File: config.mk
export PLATFORM = sky130hd
export DESIGN_NAME = debounce_sync
export DESIGN_NICKNAME = d
export VERILOG_FILES = /design/src/rtl/debounce_sync.sv
export SDC_FILE = /design/constraint.sdc
export NUM_CORES = 1
export LEC_CHECK = 0
export CELL_PAD_IN_SITES_DETAIL_PLACEMENT = 0
export CELL_PAD_IN_SITES_GLOBAL_PLACEMENT = 2
export CORE_MARGIN = 3
export CORE_UTILIZATION = 37
export DETAILED_ROUTE_END_ITERATION = 12
export PLACE_DENSITY_LB_ADDON = 0.1
export SLEW_MARGIN = 25
export SYNTH_ARGS = -nofsm -noshare
export SYNTH_HDL_FRONTEND = slang
export SYNTH_SLANG_ARGS = --single-unit
export TNS_END_PERCENT = 10
File: constraint.sdc
create_clock -name clk -period 3.05 [get_ports clk]
set_clock_uncertainty 0.15 [all_clocks]
set_input_delay 0.4575 -clock clk [delete_from_list [all_inputs] [get_ports clk]]
set_output_delay 0.4575 -clock clk [all_outputs]
set_load 0.1 [all_outputs]
File: src/rtl/debounce_sync.sv
// debounce_sync: synchronises a raw, bouncy single-bit input into the clk
// domain and filters bounce with a stability counter and a four-state FSM.
// It produces a clean registered level plus one-cycle rise/fall ticks.
//
// Parameters:
//   STABLE_CYCLES  consecutive synchronised cycles a new value must hold (>= 1)
//   SYNC_STAGES    synchroniser flop depth (>= 2)
//
// Ports:
//   clk         single clock, rising edge
//   rst         synchronous active-high reset
//   in          raw asynchronous input, may bounce
//   db          debounced level (registered)
//   tick_rise   one-cycle pulse in the first cycle db reads 1 (registered)
//   tick_fall   one-cycle pulse in the first cycle db reads 0 (registered)
//   glitch_cnt  8-bit saturating count of aborted WAIT states
//               (present only when DEBOUNCE_GLITCH_CNT_EN is defined)
//
// Optional feature macro: DEBOUNCE_GLITCH_CNT_EN
module debounce_sync #(
  parameter int unsigned STABLE_CYCLES = 1000,
  parameter int unsigned SYNC_STAGES   = 2
) (
  input  logic       clk,
  input  logic       rst,
  input  logic       in,
  output logic       db,
  output logic       tick_rise,
  output logic       tick_fall
`ifdef DEBOUNCE_GLITCH_CNT_EN
  ,
  output logic [7:0] glitch_cnt
`endif
);

  localparam int unsigned CW = $clog2(STABLE_CYCLES + 1);
  localparam logic [CW-1:0] CNT_LAST = CW'(STABLE_CYCLES - 1);

  typedef enum logic [1:0] {
    ZERO  = 2'd0,
    WAIT1 = 2'd1,
    ONE   = 2'd2,
    WAIT0 = 2'd3
  } state_t;

  logic [SYNC_STAGES-1:0] sync;
  logic                   s;
  state_t                 state, state_nxt;
  logic [CW-1:0]          cnt, cnt_nxt;
  logic                   db_nxt;
  logic                   tick_rise_nxt;
  logic                   tick_fall_nxt;

  // Input synchroniser; the FSM only ever looks at the last stage.
  always_ff @(posedge clk) begin
    if (rst) begin
      sync <= '0;
    end else begin
      sync <= {sync[SYNC_STAGES-2:0], in};
    end
  end

  assign s = sync[SYNC_STAGES-1];

  // State, counter and registered outputs.
  always_ff @(posedge clk) begin
    if (rst) begin
      state     <= ZERO;
      cnt       <= '0;
      db        <= 1'b0;
      tick_rise <= 1'b0;
      tick_fall <= 1'b0;
    end else begin
      state     <= state_nxt;
      cnt       <= cnt_nxt;
      db        <= db_nxt;
      tick_rise <= tick_rise_nxt;
      tick_fall <= tick_fall_nxt;
    end
  end

  // Next-state logic. A WAIT state exits on the terminal count before the
  // counter could ever pass CNT_LAST, so the counter cannot wrap.
  always_comb begin
    state_nxt     = state;
    cnt_nxt       = cnt;
    db_nxt        = db;
    tick_rise_nxt = 1'b0;
    tick_fall_nxt = 1'b0;
    case (state)
      ZERO: begin
        db_nxt = 1'b0;
        if (s) begin
          state_nxt = WAIT1;
          cnt_nxt   = '0;
        end
      end
      WAIT1: begin
        if (!s) begin
          state_nxt = ZERO;
        end else if (cnt == CNT_LAST) begin
          state_nxt     = ONE;
          db_nxt        = 1'b1;
          tick_rise_nxt = 1'b1;
        end else begin
          cnt_nxt = cnt + CW'(1);
        end
      end
      ONE: begin
        db_nxt = 1'b1;
        if (!s) begin
          state_nxt = WAIT0;
          cnt_nxt   = '0;
        end
      end
      WAIT0: begin
        if (s) begin
          state_nxt = ONE;
        end else if (cnt == CNT_LAST) begin
          state_nxt     = ZERO;
          db_nxt        = 1'b0;
          tick_fall_nxt = 1'b1;
        end else begin
          cnt_nxt = cnt + CW'(1);
        end
      end
      default: begin
        state_nxt = ZERO;
        cnt_nxt   = '0;
        db_nxt    = 1'b0;
      end
    endcase
  end

`ifdef DEBOUNCE_GLITCH_CNT_EN
  logic abort_c;

  // A reversal of s while waiting sends the FSM back to its stable state.
  assign abort_c = ((state == WAIT1) && !s) || ((state == WAIT0) && s);

  // Saturating abort counter.
  always_ff @(posedge clk) begin
    if (rst) begin
      glitch_cnt <= 8'd0;
    end else if (abort_c && (glitch_cnt != 8'hFF)) begin
      glitch_cnt <= glitch_cnt + 8'd1;
    end
  end
`endif

endmodule

==> impl_results.md, run 1 <==
* Core Area at 2300 µm²
* Power Density at 443 nW/µm²
* Post-synth cell types at 41
* DIE WIDTH at 56.0 µm
* # nets final at 123
* GRT Total Usage at 0.149
* Fmax at 477 MHz
* Worst r2r src: state[0]
* Hpwl dp at 1.47 mm
* Setup TNS at 0 ps
* CTS tree: yes
* Post-synthesis adder-cell area fraction at 0.0676
* Leak Pwr at 0.344 nW
* Status: completed
* Drt total wl at 2.08 mm
* Final setup viols at 0
* CP required at 3100 ps
* ANT cells at 0
* CP Max Fanout at 9
* Seq/Total Area, Yosys at 0.368
* Max cap viols at 0
* Post-synthesis register bit count at 17
* Reg2reg setup slack at 950 ps
* Worst-path clk slew at 100 ps
* R2r endpoint: cnt[4]
* Multiplexer share of the synthesized area at 0.0216
* Via density at 5.81
* Crit Path Class: flop to flop
* Layout cells sized above 1 at 0.123
* Area of the mapped netlist at 926 µm²
* Clock latency on the worst-skew pair at 290 ps
* Synth top area cells: dfxtp_1 (37%), ha_1 (6.8%), nand2_1 (4.5%)
* Rows at 17
* HP Class: flop to flop
* Yosys top cell area share at 0.368
* Vias in the first global route at 846
* Async set-reset flop share out of synthesis at 0
* PnR Total Power at 0.451 mW
* Worst hold endpoint: sync[1]
* Hold depth at 1
* P&R area growth vs syn at 9.87%
* Buffers on Ports at 5
* Avg Cell Area, Syn at 8.57 µm²
* Final core occ at 0.443
* Synth area leader: dfxtp_1
* Worst Path Arrival at 2150 ps
* Synth Area in Compound Gates at 0.246
* Simple-Gate Fraction of Synth Area at 0.264
* Post-route setup slack at 954 ps
* Largest net degree at the start of global routing at 16
* Die extent in y at 56.0 µm
* Fin crit share at 0.687
* Post-route minimum period at 2100 ps
* Reg2reg path depth at 6
* CTS Hold Buffers Added at 0
* CP endpoint kind: flop
* Number of flops mapped to enable cells by yosys at 0
* Worst setup SP type: flop
* Post-CTS Resized at 0
* Most used DFF post-synth: dfxtp_1
* RSZ-0062 raised after global routing: false
* First-pass GRT wire length at 3.75 mm
* CTS root buffer: clkbuf_4
* Place WS at 862 ps
* Relative slew slack at 0.556
* Max Slew Vio Count at 0
* Starting DRT DRC Count at 9
* YS warnings at 0
* Cells after Synth at 108
* Clk sinks at 17
* Post-CTS setup buffer count at 0
* Largest family of logic cells by synthesized area: simple AND/OR/NAND/NOR gates
* Vias post-DR at 825
* Synth Area in XOR/XNOR at 0
* Syn Nets at 116
* Clock Path Buffers at 2
* IO Count at 6
* DRC viols at 0
* Antenna violations before repair at 0
* Tightest Pin Transition at 667 ps
* Layout Cells excl Fill at 142
* Worst IR drop on VDD at 0.306 mV
* H-tree depth at 1
* RD Place Congestion at 0.782
* Routed Antenna Nets at 0
* Initial Util at 0.403
* Overflow after GRT at 0
* # placed instances at 138
* Die area at 3140 µm²
* Num CTS Buffers at 3
* WL per Instance at 14.6 µm
* Worst Hold Launch: sync[0]
* Hold Fails Final Rpt at 0
* DRT Pass-1 Iters at 4
==> stage by stage <==
stage	instance area (µm²)	hold WS (ps)
5_1_grt	1020	316
4_1_cts	1020	305
3_3_place_gp	991	268
3_5_place_dp	991	279
6_report	1020	299
2_1_floorplan	926	264
==> how the worst max path moves through the flow <==
stage             start  endpoint  slack, ps  cells after the start
2_1_floorplan      flop        db       1110                      7
3_3_place_gp        rst    cnt[3]        880                      3
3_5_place_dp        rst    cnt[3]        860                      3
4_1_cts        state[0]  state[0]        970                      6
5_1_grt        state[0]    cnt[8]        750                      6
6_report       state[0]    cnt[4]        950                      6
==> state kept, by name (all words and copies together), names as in the netlist, named ones only <==
register and cells:
cnt 10, db 1, state 1, sync 2, tick_fall 1, tick_rise 1
==> layout by cell type, fill, tap and decap left out, types with 2 or more instances in the layout <==
master	count
buf_4	3
or4_1	4
nand3_1	3
a31oi_1	3
inv_1	5
nor2_1	6
a211oi_1	3
dfxtp_1	17
nor3_1	4
ha_1	5
a21oi_1	8
nand2_1	11
nand2b_1	2
o21ai_0	5
nor2b_1	3
clkbuf_4	3
clkdlybuf4s50_1	2
mux2i_1	2
==> area by class of cell <==
class | count | area, µm²
Fill cell | 240 | 1280
Tap cell | 28 | 35.0
Multi-Input combinational cell | 83 | 554
Timing Repair Buffer | 5 | 42.5
Inverter | 5 | 18.8
Clock buffer | 4 | 26.3
Sequential cell | 17 | 340
==> metal layers <==
metal,up-vias,share of wire,global-route usage
met3,2,0.042,0.0580
li1,422,-,-
met2,12,0.43,0.232
met4,0,0.0067,0.0271
met5,-,0,0
met1,389,0.52,0.196
==> cell usage after synthesis (2+ instances only) <==
library cell and count:
inv_1 5, clkbuf_1 2, a211oi_1 3, nand3_1 3, nand2_1 11, dfxtp_1 17, or4_1 4, nand2b_1 2
o21ai_0 5, nor2b_1 3, a21oi_1 8, nor3_1 4, a31oi_1 3, mux2i_1 2, nor2_1 6, ha_1 5
==> where the power goes <==
part	total [mW]	leakage (nW)	internal (mW)	switching (mW)
Sequential	0.233	0.138	0.228	0.00571
Combinational	0.0920	0.192	0.0305	0.0616
Clock	0.125	0.0150	0.0510	0.0745
==> cells by family (layout without fill, tap and decap cells) <==
kind of cell | Yosys count | count (layout)
AO/OA/AOI/OAI | 33 | 33
adder cells (fa/ha/maj) | 5 | 5
buffers and inverters | 8 | 14
flip-flops | 17 | 17
multiplexers | 2 | 2
AND/OR/NAND/NOR | 43 | 43
==> worst max-delay path, stage by stage, from the launching register on <==
cell and delay (ps):
dfxtp_1 350, inv_1 150, ha_1 220, nor2_1 80, a21oi_1 560, nor2_1 180
o221a_2 300
(Power assumes the default switching activity.)
==> run 2, diff against run 1 <==
CORE_UTILIZATION = 31   (was 37)
clock period = 1.71 ns   (was 3.05 ns; I/O delays follow)
==> run 2 against run 1 <==
  * The run now ends with setup timing left
  * Utilization increased by 9.2 points
  * Critical path depth unchanged
  * Register-to-register slack got worse by 1200 ps
  * Fmax increased by 9.8%
  * Count of clock-buffer cells in the layout decreased by 1
  * Sequential share of layout area decreased by 10 points
  * First-iteration DRC count increased to 3.3 times the previous value
  * Global-route usage increased by 0.71 points
  * Combinational power increased to 3.4 times the previous value
  * Worst hold slack about the same
==> impl_results.md, run 2 (same netlist as run 1, synthesis figures left out) <==
* Reg2reg path depth at 6
* ANT cells at 0
* # placed instances at 175
* Met3 WL at 77 µm
* Setup TNS at -1390 ps
* Hpwl dp at 1.99 mm
* Place WS at -214 ps
* Max reg flops at 10
* DRT Pass-1 Iters at 4
* Vias in the first global route at 898
* Relative slew slack at 0.778
* Post-route setup slack at -200 ps
* Biggest register: cnt
* Layout Cells excl Fill at 181
* Final instance area at 1500 µm²
* Fin crit share at 1.12
* Post-Route M1 WL at 1.31 mm
* Starting DRT DRC Count at 30
* Leak Pwr at 0.561 nW
* Post-route minimum period at 1910 ps
* Antenna violations before repair at 0
* Top Registers: cnt: 10 flops, sync: 2 flops
* Most common cell after layout, fill and taps aside: buf_4
* Rows at 19
* Die area at 3680 µm²
* Routed Antenna Nets at 0
* Initial Util at 0.330
* CP required at 1790 ps
* Core Area at 2810 µm²
* DIE WIDTH at 60.7 µm
* Drt total wl at 2.65 mm
* Max Slew Vio Count at 0
* Overflow after GRT at 0
* # nets final at 159
* Status: complete, but fails checks
* Tightest Pin Transition at 329 ps
* Worst Path Arrival at 1990 ps
* Power Density at 644 nW/µm²
* Worst setup SP type: flop
* Via density at 5.43
* Fmax at 524 MHz
* CP Max Fanout at 3
* Clock latency on the worst-skew pair at 300 ps
* Largest net degree at the start of global routing at 11
* CTS tree: yes
* Hold Fails Final Rpt at 0
* DR top layer: met4
* Buffers on Ports at 5
* Placed inst area at 1350 µm²
* First-pass GRT wire length at 4.24 mm
* Hold_ws at 299 ps
* Clk sinks at 17
* H-tree depth at 1
* Max cap viols at 0
* Most frequent cells in the layout: buf_4 (36), dfxtp_1 (13), nand2_1 (11)
* DRC viols at 0
* Final core occ at 0.535
* Vias post-DR at 982
* PnR Total Power at 0.967 mW
* CP endpoint kind: flop
* IO Count at 6
* RSZ-0062 raised after global routing: true
* CTS root buffer: clkbuf_4
* Worst IR drop on VDD at 0.336 mV
* Num CTS Buffers at 3
* Crit Path Class: flop to flop
* P&R area growth vs syn at 62.0%
* Hold depth at 1
* Final setup viols at 11
* Die extent in y at 60.7 µm
* Worst-path clk slew at 110 ps
* GRT Total Usage at 0.156
* Wire length on met2 at 1.24 mm
* Failing checks: setup timing
* HP Class: flop to flop
* Clock Path Buffers at 2
* RD Place Congestion at 0.814
* Layout cells sized above 1 at 0.513
* WL per Instance at 14.7 µm
-- run 2: area by class of cell --
class / instances / area (µm²)
sequential: 17 / 350
fill: 261 / 1310
inverter: 5 / 23.8
tap: 31 / 38.8
clock inverter: 1 / 5.00
clock buffer: 3 / 22.5
multi-input combinational: 83 / 709
timing repair buffer: 41 / 350
-- run 2: routing by layer --
layer  global-route usage  vias up
li1                     -      491
met1                0.214      470
met2                0.250       17
met3               0.0383        4
met4               0.0279        0
met5                    0        -
-- run 2: worst paths after layout --
check / startpoint / slack, ps / to
setup / recovery: state[0] / -200 / flop
hold / removal: sync[0] / 300 / sync[1]
setup reg to reg: state[0] / -200 / flop
hold reg to reg: sync[0] / 300 / sync[1]
-- run 2: worst max-delay path: stages (launching register included) --
cell and delay, ps:
dfxtp_4 420, inv_4 60, ha_4 180, mux2i_4 160, or4b_4 520, a21oi_2 150
mux2i_1 200
-- run 2: repair_timing --
| item | 4_1_cts | 5_1_grt |
|---|---|---|
| pin swaps | 1 | 7 |
| hold buffers | 0 | 0 |
| buffers inserted | 1 | 1 |
| resized for setup | 6 | 18 |
| endpoints found under the setup margin | 14 | 13 |
-- run 2: power breakdown --
group	switching [mW]	internal [mW]	total, mW
logic	0.157	0.159	0.316
clock network	0.139	0.0870	0.226
registers	0.0173	0.407	0.424
total	0.314	0.653	0.967
==> run 3, diff against run 2 <==
PLACE_DENSITY = 0.76   (was unset)
PLACE_DENSITY_LB_ADDON = unset   (was 0.1)
==> run 3 against run 2 <==
  * The flow still finishes with violations (setup timing)
  * Largest cell class unchanged
  * Worst hold slack worse by 2.9 ps
  * Highest routed layer unchanged
  * Via count down 1.0%
  * Non-clock buffer count down 3
  * Die area unchanged
  * First-iteration DRC count up 77%
==> impl_results.md, run 3 (same netlist as run 1, synthesis figures left out) <==
* Biggest register: cnt
* Most common cell after layout, fill and taps aside: buf_4
* Failing checks: setup timing
* Fill cells at 265
* Rows at 19
* # placed instances at 172
* Starting DRT DRC Count at 53
* Status: complete, but fails checks
* Routed Antenna Nets at 0
* Post-route minimum period at 1880 ps
* Clock Path Buffers at 2
* Hpwl dp at 1.83 mm
* # nets final at 156
* P_sw at 0.300 mW
* HP Class: flop to flop
* Worst setup SP type: flop
* Comb pwr share at 0.312
* Drt total wl at 2.41 mm
* Worst-path clk slew at 100 ps
* Worst Path Arrival at 1920 ps
* Leak Pwr at 0.540 nW
* Most frequent cells in the layout: buf_4 (32), dfxtp_1 (12), nand2_1 (10)
* Buffers on Ports at 5
* Crit Path Class: flop to flop
* Fmax at 533 MHz
* Power Density at 645 nW/µm²
* DIE WIDTH at 60.7 µm
* Clk sinks at 17
* Relative slew slack at 0.796
* Multi-input gate area at 691 µm²
* Final setup viols at 11
* Tightest Pin Transition at 303 ps
* Largest net degree at the start of global routing at 12
* Max reg flops at 10
* CP required at 1760 ps
* Post-route setup slack at -167 ps
* DRT Pass-1 Iters at 4
* Overflow after GRT at 0
* CTS tree: yes
* Register share of total power at 0.447
* Die area at 3680 µm²
* Antenna violations before repair at 0
* Core Area at 2810 µm²
* Clock latency on the worst-skew pair at 300 ps
* Die extent in y at 60.7 µm
* Num CTS Buffers at 3
* CP peak stage delay at 530 ps
* First-pass GRT wire length at 4.12 mm
* Vias post-DR at 972
* WL per Instance at 13.5 µm
* Layout cells sized above 1 at 0.503
* RSZ-0062 raised after global routing: true
* Sw Share at 0.318
* Fin crit share at 1.10
* DRC viols at 0
* Reg2reg setup slack at -170 ps
* Layout Cells excl Fill at 178
* Via density at 5.46
* P&R area growth vs syn at 58.0%
* CTS root buffer: clkbuf_4
* Clk pwr share at 0.241
* RD Place Congestion at 0.804
* Cell-internal power at 0.644 mW
* H-tree depth at 1
* CP Max Fanout at 4
* Worst IR drop on VDD at 0.293 mV
* Max cap viols at 0
* Max Slew Vio Count at 0
* Register area at 352 µm²
* CP Buf/Inv Count at 1
* Initial Util at 0.330
* CP max stage cell: or4b_4
* CP endpoint kind: flop
* IO Count at 6
* Final core occ at 0.521
* Vias in the first global route at 915
* GRT Total Usage at 0.150
* CP top delay family: simple AND/OR/NAND/NOR gates
* Hold Fails Final Rpt at 0
* CP Cell Sequence: inv_4 > ha_4 > mux2i_2 > or4b_4 > a311oi_1
* CTS Hold Buffers Added at 0
* ANT cells at 0
* Top Registers: cnt: 10 flops, sync: 2 flops
==> run 3: cell count changes in the layout (fill, tap and decap cells not counted), sizes merged <==
cell,change
buf,-3
clkinv,-1
clkbuf,+1
==> run 3: per-layer routing <==
layer / part of all wire / vias up / track usage / wire, µm
met5: 0 / - / 0 / 0
met4: 0.014 / 0 / 0.0557 / 34
met3: 0.028 / 4 / 0.0255 / 68
met2: 0.48 / 15 / 0.241 / 1160
met1: 0.48 / 459 / 0.200 / 1150
li1: - / 494 / - / -
==> run 3: layout make-up <==
type | instances | share of cell area
repair buffers | 38 | 0.227
clock buffers | 4 | 0.0180
flip-flops and latches | 17 | 0.240
inverters | 5 | 0.0163
multi-input cells | 83 | 0.472
well taps | 31 | 0.0265
==> run 3: final timing paths <==
| kind | cells past startpoint | start | to |
|---|---|---|---|
| hold / removal | 1 | sync[0] | sync[1] |
| setup reg to reg | 5 | flop | state[0] |
| setup / recovery | 5 | flop | state[0] |
| hold reg to reg | 1 | sync[0] | sync[1] |
==> run 3: per-stage QoR <==
step,total power [mW],worst slack (ps),TNS [ps],hold slack [ps],instance area [µm²]
2_1_floorplan,0.571,-63.2,-226,178,985
3_3_place_gp,0.677,-166,-892,276,1320
3_5_place_dp,0.678,-163,-1080,284,1320
4_1_cts,0.933,-168,-956,299,1420
5_1_grt,0.998,-290,-2170,307,1460
6_report,0.944,-167,-847,296,1460
==> run 3: power by group through the flow <==
stage,clock network [mW],logic (mW),registers (mW)
CTS,0.232,0.279,0.422
finish,0.227,0.294,0.422
global placement,0,0.248,0.429
floorplan,0,0.123,0.448
detailed placement,0,0.248,0.430
global route,0.255,0.319,0.425
==> run 3: repair_timing <==
action                                  in CTS  in global routing
gates resized for setup                     13                 10
buffers inserted                             2                  0
endpoints found under the setup margin      14                 15
pin swaps                                    5                  3
